===== src/rtl/rr_seg_arbiter.sv =====
// Round-robin arbiter: 8 requesters share one active-low 7-segment digit showing grantee index + 1.
// Latency: req to gnt exactly 1 cycle; all outputs registered; back-to-back grants on release.
// Backpressure: none; a grant lasts at most HOLD_CYCLES cycles. Define FIXED_PRIO_EN for fixed priority (7 highest).
module rr_seg_arbiter #(
  parameter int HOLD_CYCLES = 4
) (
  input  logic       clk,
  input  logic       rst,
  input  logic       en,
  input  logic [7:0] req,
  input  logic       rel,
  output logic [7:0] gnt,
  output logic [2:0] y,
  output logic       z,
  output logic       A,
  output logic       B,
  output logic       C,
  output logic       D,
  output logic       E,
  output logic       F,
  output logic       G
);

  typedef enum logic {IDLE, GRANT} state_t;

  localparam logic [7:0] RELOAD = 8'(HOLD_CYCLES - 1);
  localparam logic [6:0] SEG_BLANK = 7'b1111111;

  state_t     state_q, state_d;
  logic [2:0] last_q, last_d;
  logic [7:0] cnt_q, cnt_d;
  logic [7:0] gnt_q, gnt_d;
  logic [2:0] y_q, y_d;
  logic       z_q, z_d;
  logic [6:0] seg_q, seg_d;

  logic [3:0] pick_idle;
  logic [3:0] pick_rel;
  logic       release_now;

  // Winner search: returns {found, index}. Round-robin starts just after base.
  function automatic logic [3:0] pick(input logic [7:0] r, input logic [2:0] base);
    logic [3:0] res;
    logic [2:0] idx;
    res = 4'b0000;
    idx = 3'd0;
`ifdef FIXED_PRIO_EN
    // Highest set index wins; base is irrelevant.
    for (int i = 0; i < 8; i++) begin
      idx = 3'(i);
      if (r[idx] && (base == base)) res = {1'b1, idx};
    end
`else
    // Scan from farthest to nearest so the nearest candidate after base wins.
    for (int k = 8; k >= 1; k--) begin
      idx = base + 3'(k);
      if (r[idx]) res = {1'b1, idx};
    end
`endif
    return res;
  endfunction

  // Active-low {A..G} pattern for digits 0..8.
  function automatic logic [6:0] seg_of(input logic [3:0] d);
    logic [6:0] s;
    case (d)
      4'd0:    s = 7'b0000001;
      4'd1:    s = 7'b1001111;
      4'd2:    s = 7'b0010010;
      4'd3:    s = 7'b0000110;
      4'd4:    s = 7'b1001100;
      4'd5:    s = 7'b0100100;
      4'd6:    s = 7'b1100000;
      4'd7:    s = 7'b0001111;
      4'd8:    s = 7'b0000000;
      default: s = SEG_BLANK;
    endcase
    return s;
  endfunction

  // Candidate winners for a fresh search from idle and for a search after a release.
  always_comb begin
    pick_idle   = pick(req, last_q);
    pick_rel    = pick(req, y_q);
    release_now = (cnt_q == 8'd0) || rel || !req[y_q];
  end

  // Next-state and registered-output computation.
  always_comb begin
    state_d = state_q;
    last_d  = last_q;
    cnt_d   = cnt_q;
    gnt_d   = gnt_q;
    y_d     = y_q;
    z_d     = z_q;
    seg_d   = seg_q;

    if (!en) begin
      // Disable wins over everything; the pointer is kept.
      state_d = IDLE;
      cnt_d   = 8'd0;
      gnt_d   = 8'd0;
      y_d     = 3'd0;
      z_d     = 1'b0;
      seg_d   = SEG_BLANK;
    end else begin
      case (state_q)
        IDLE: begin
          if (pick_idle[3]) begin
            state_d = GRANT;
            cnt_d   = RELOAD;
            gnt_d   = 8'd1 << pick_idle[2:0];
            y_d     = pick_idle[2:0];
            z_d     = 1'b1;
            seg_d   = seg_of({1'b0, pick_idle[2:0]} + 4'd1);
          end else begin
            cnt_d = 8'd0;
            gnt_d = 8'd0;
            y_d   = 3'd0;
            z_d   = 1'b0;
            seg_d = seg_of(4'd0);
          end
        end
        GRANT: begin
          if (release_now) begin
            last_d = y_q;
            if (pick_rel[3]) begin
              // Back-to-back hand-over (possibly to the same requester).
              state_d = GRANT;
              cnt_d   = RELOAD;
              gnt_d   = 8'd1 << pick_rel[2:0];
              y_d     = pick_rel[2:0];
              z_d     = 1'b1;
              seg_d   = seg_of({1'b0, pick_rel[2:0]} + 4'd1);
            end else begin
              state_d = IDLE;
              cnt_d   = 8'd0;
              gnt_d   = 8'd0;
              y_d     = 3'd0;
              z_d     = 1'b0;
              seg_d   = seg_of(4'd0);
            end
          end else begin
            cnt_d = cnt_q - 8'd1;
          end
        end
        default: state_d = IDLE;
      endcase
    end
  end

  // State and output registers with asynchronous reset.
  always_ff @(posedge clk or posedge rst) begin
    if (rst) begin
      state_q <= IDLE;
      last_q  <= 3'd7;
      cnt_q   <= 8'd0;
      gnt_q   <= 8'd0;
      y_q     <= 3'd0;
      z_q     <= 1'b0;
      seg_q   <= SEG_BLANK;
    end else begin
      state_q <= state_d;
      last_q  <= last_d;
      cnt_q   <= cnt_d;
      gnt_q   <= gnt_d;
      y_q     <= y_d;
      z_q     <= z_d;
      seg_q   <= seg_d;
    end
  end

  assign gnt = gnt_q;
  assign y   = y_q;
  assign z   = z_q;
  assign {A, B, C, D, E, F, G} = seg_q;

endmodule

===== config.mk =====
export PLATFORM = sky130hd
export DESIGN_NAME = rr_seg_arbiter
export DESIGN_NICKNAME = d
export VERILOG_FILES = /design/src/rtl/rr_seg_arbiter.sv
export SDC_FILE = /design/constraint.sdc
export NUM_CORES = 1
export LEC_CHECK = 0
export BUFFER_PORTS_ARGS = -buffer_cell sky130_fd_sc_hd__buf_2
export CORE_ASPECT_RATIO = 0.75
export CORE_MARGIN = 4
export CORE_UTILIZATION = 55
export CTS_CLUSTER_SIZE = 30
export DETAILED_ROUTE_END_ITERATION = 6
export PLACE_DENSITY = 0.74
export SETUP_SLACK_MARGIN = 0.05
export SLEW_MARGIN = 10
export SYNTH_ARGS = -nofsm -noshare
export SYNTH_HDL_FRONTEND = slang
export SYNTH_SLANG_ARGS = --single-unit

===== constraint.sdc =====
create_clock -name clk -period 8.7 [get_ports clk]
set_input_delay 0.87 -clock clk [delete_from_list [all_inputs] [get_ports clk]]
set_output_delay 0.87 -clock clk [all_outputs]
set_load 0.03 [all_outputs]

==> key figures <==
Floorplanning
  – Core area: 6864 µm²
  – Initial Util: 57.20%
  – Die X: between 100 and 150 µm
  – Die area: approximately 8600 µm²
  – Rows: 26
  – # IOs: 31
  – Die Y: roughly 80 µm

Outcome
  – Outcome: completed

STA
  – Clock skew: 0.009985 ns
  – Max Clk Rate: about 200 MHz
  – Fin crit share: between 50% and 60%
  – Max Transition Viols Final: 0
  – Total negative slack: 0 ns
  – Rel. slew slack: between 40% and 50%
  – RSZ-0062 raised after global routing: no
  – Tmin final: 4.925 ns
  – Worst slew pin tran: 0.8067 ns
  – Hold Vio Cnt, Final: 0
  – # setup viols final: 0

Final layout
  – Syn-to-layout area delta: 5.481%
  – # fillers: slightly below 600
  – Layout cells sized above 1: around a quarter
  – Number of diodes: 0
  – Nets: 460

Synthesis
  – Synth async-reset ratio: 100.0%
  – Instance count of the mapped netlist: 414
  – Yosys cell types: 70
  – Count leader, synth: nor2_1
  – Average instance area after synthesis: about 9.5 µm²
  – Post-synth top cells: nor2_1 (43), mux2i_1 (39), mux4_2 (29), nand2_1 (29), ha_1 (26)
  – Synth top area share: between 10% and 20%
  – #FFs+latches synth: 31
  – Post-Syn Nets: roughly 450
  – Yosys warns: 0
  – Sequential element share of the synthesized area: about a fifth
  – Post-synth EDFFs: 0
  – Post-Syn Area: just under 4000 µm²
  – Area leader, netlist: mux4_2
  – Most used DFF post-synth: dfrtp_1
  – Synth top area cells: mux4_2 (17%), dfrtp_1 (13%), mux2i_1 (9.9%)

Setup path
  – CP Data Required Time: ~9 ns
  – CP arrival: a little over 5 ns
  – R2R depth: 14
  – Reg2reg start: y[1]
  – Reg-to-reg slack, setup: around 3.8 ns
  – Crit end category: flip-flop
  – Slowest stage delay, CP: approximately 0.79 ns
  – CP Launch Type: flip-flop
  – Crit path buffers/inverters: 3
  – Worst path cell trace: buf_4 -> inv_1 -> ha_1 -> mux2i_1 -> mux4_2 -> a21boi_1 -> o311ai_4 -> inv_1 -> ha_1 -> ha_1 -> mux2i_1 -> mux2i_1 -> a21oi_1 -> o22ai_1
  – CP delay by family, top: adder cells
  – Reg-to-reg endpoint: seg_q[0]
  – Slowest stage cell, crit path: ha_1
  – Kind of critical path: flip-flop to flip-flop
  – Max Fanout on Critical Path: 24

Global route
  – Vias in the first global route: approximately 3200
  – Initial antenna violation count: 0
  – GRT overflow: 0
  – Largest net degree at the start of global routing: 32
  – First-pass GRT wire length: 16.50 mm
  – GRT Util Overall: approximately 24%

Drt
  – Vias/cell: approximately 6.3
  – Wire length per cell: around 18 µm
  – Via count: around 3300
  – Drt pass-1 iters: 5
  – WL final: about 9.6 mm
  – DR iter-0 viols: ~230
  – Post-route DRC: 0
  – Routed Antenna Nets: 0

Clock network
  – CTS buffer count: 5
  – Sink Count: 31
  – H-tree Lvls: 2
  – Clk buf depth: 2
  – Hold Buf Count CTS: 0
  – # Post-CTS Setup Buffers: 0
  – Later-pin clock latency in the skew report: around 0.30 ns
  – Cts repair resizes: 0
  – Clock root cell: clkbuf_8
  – Worst-path clk slew: ~0.07 ns
  – TritonCTS clock tree: yes

Worst hold path
  – Worst hold path stage count: 2
  – Worst Hold End: gnt[5]
  – Worst hold start: gnt[5]
  – Min-Delay Path Class: flip-flop to flip-flop

Placement
  – Routability congestion estimate from global placement: 0.9554
  – HPWL Detailed: 7.008 mm
  – Port buffer count: 30

Job
  – MaxCap Viol Count: 0
## worst max path at each step
stage / endpoint / startpoint / cells past startpoint / slack, ns
floorplan: seg_q[0] / y[1] / 18 / 4.21
detailed placement: seg_q[0] / y[1] / 14 / 3.84
global placement: seg_q[0] / y[1] / 14 / 3.94
CTS: seg_q[0] / y[1] / 14 / 3.83
global route: seg_q[0] / y[0] / 14 / 3.44
finish: seg_q[0] / y[1] / 14 / 3.77
## worst reg2reg max path: cells and delay by family, from the launching register on
kind                     cells  cell delay [ns]
adder cells (fa/ha/maj)      3             1.60
multiplexers                 4             1.11
AO/OA/AOI/OAI                4             1.11
buffers and inverters        3             0.70
flip-flops                   1             0.32
## per-stage QoR
stage / instance area, µm² / cells / setup slack [ns] / util (%) / hold WS (ns)
floorplan: 3926 / 414 / 4.208 / - / 0.4406
global placement: 4024 / 513 / 3.936 / 58.62 / 0.4642
detailed placement: 4024 / 513 / 3.843 / 58.62 / 0.4698
CTS: 4141 / 521 / 3.829 / 60.34 / 0.4840
global route: 4141 / 521 / 3.440 / 60.34 / 0.5274
finish: 4141 / 521 / 3.775 / 60.34 / 0.4770
## routing by layer
layer,share of wire (%),vias up,track usage (%)
met5,0,-,0
li1,-,1558,-
met4,1.0,0,5.563
met3,6.3,10,5.401
met1,48,1611,35.00
met2,44,105,36.64
## registers in the layout, indices dropped and copies added (netlist names)
name	cells
gnt	8
last_q	3
y	3
z	1
cnt_q	8
state_q	1
seg_q	7
## cell usage in the layout (no fill, tap or decap), types with 13 or more instances in the layout
master	count
nand2_1	29
ha_1	26
inv_1	20
mux2i_1	39
nor2_1	43
buf_2	30
mux4_2	29
a21oi_1	25
o21ai_0	13
dfrtp_1	21
## kinds of logic (layout without fill, tap and decap cells)
kind of cell | after synthesis | after routing | synth area share [%]
AND/OR/NAND/NOR | 111 | 111 | 13.70
AO/OA/AOI/OAI | 103 | 103 | 18.90
multiplexers | 77 | 77 | 29.16
buffers and inverters | 55 | 64 | 7.234
flip-flops | 31 | 31 | 20.08
adder cells (fa/ha/maj) | 26 | 26 | 8.285
XOR/XNOR | 11 | 11 | 2.645
## layout make-up
cell class	instances	area (µm²)	area share, %
repair buffers	33	172.7	4.169
clock inverters	2	35.03	0.8459
multi-input cells	328	2854	68.91
flip-flops and latches	31	788.3	19.03
clock buffers	6	82.58	1.994
inverters	23	86.33	2.085
well taps	98	122.6	2.961
Power is left out: the tool's default activity adds up to more than one toggle a clock period on the data nets, which glitch-free logic cannot reach.
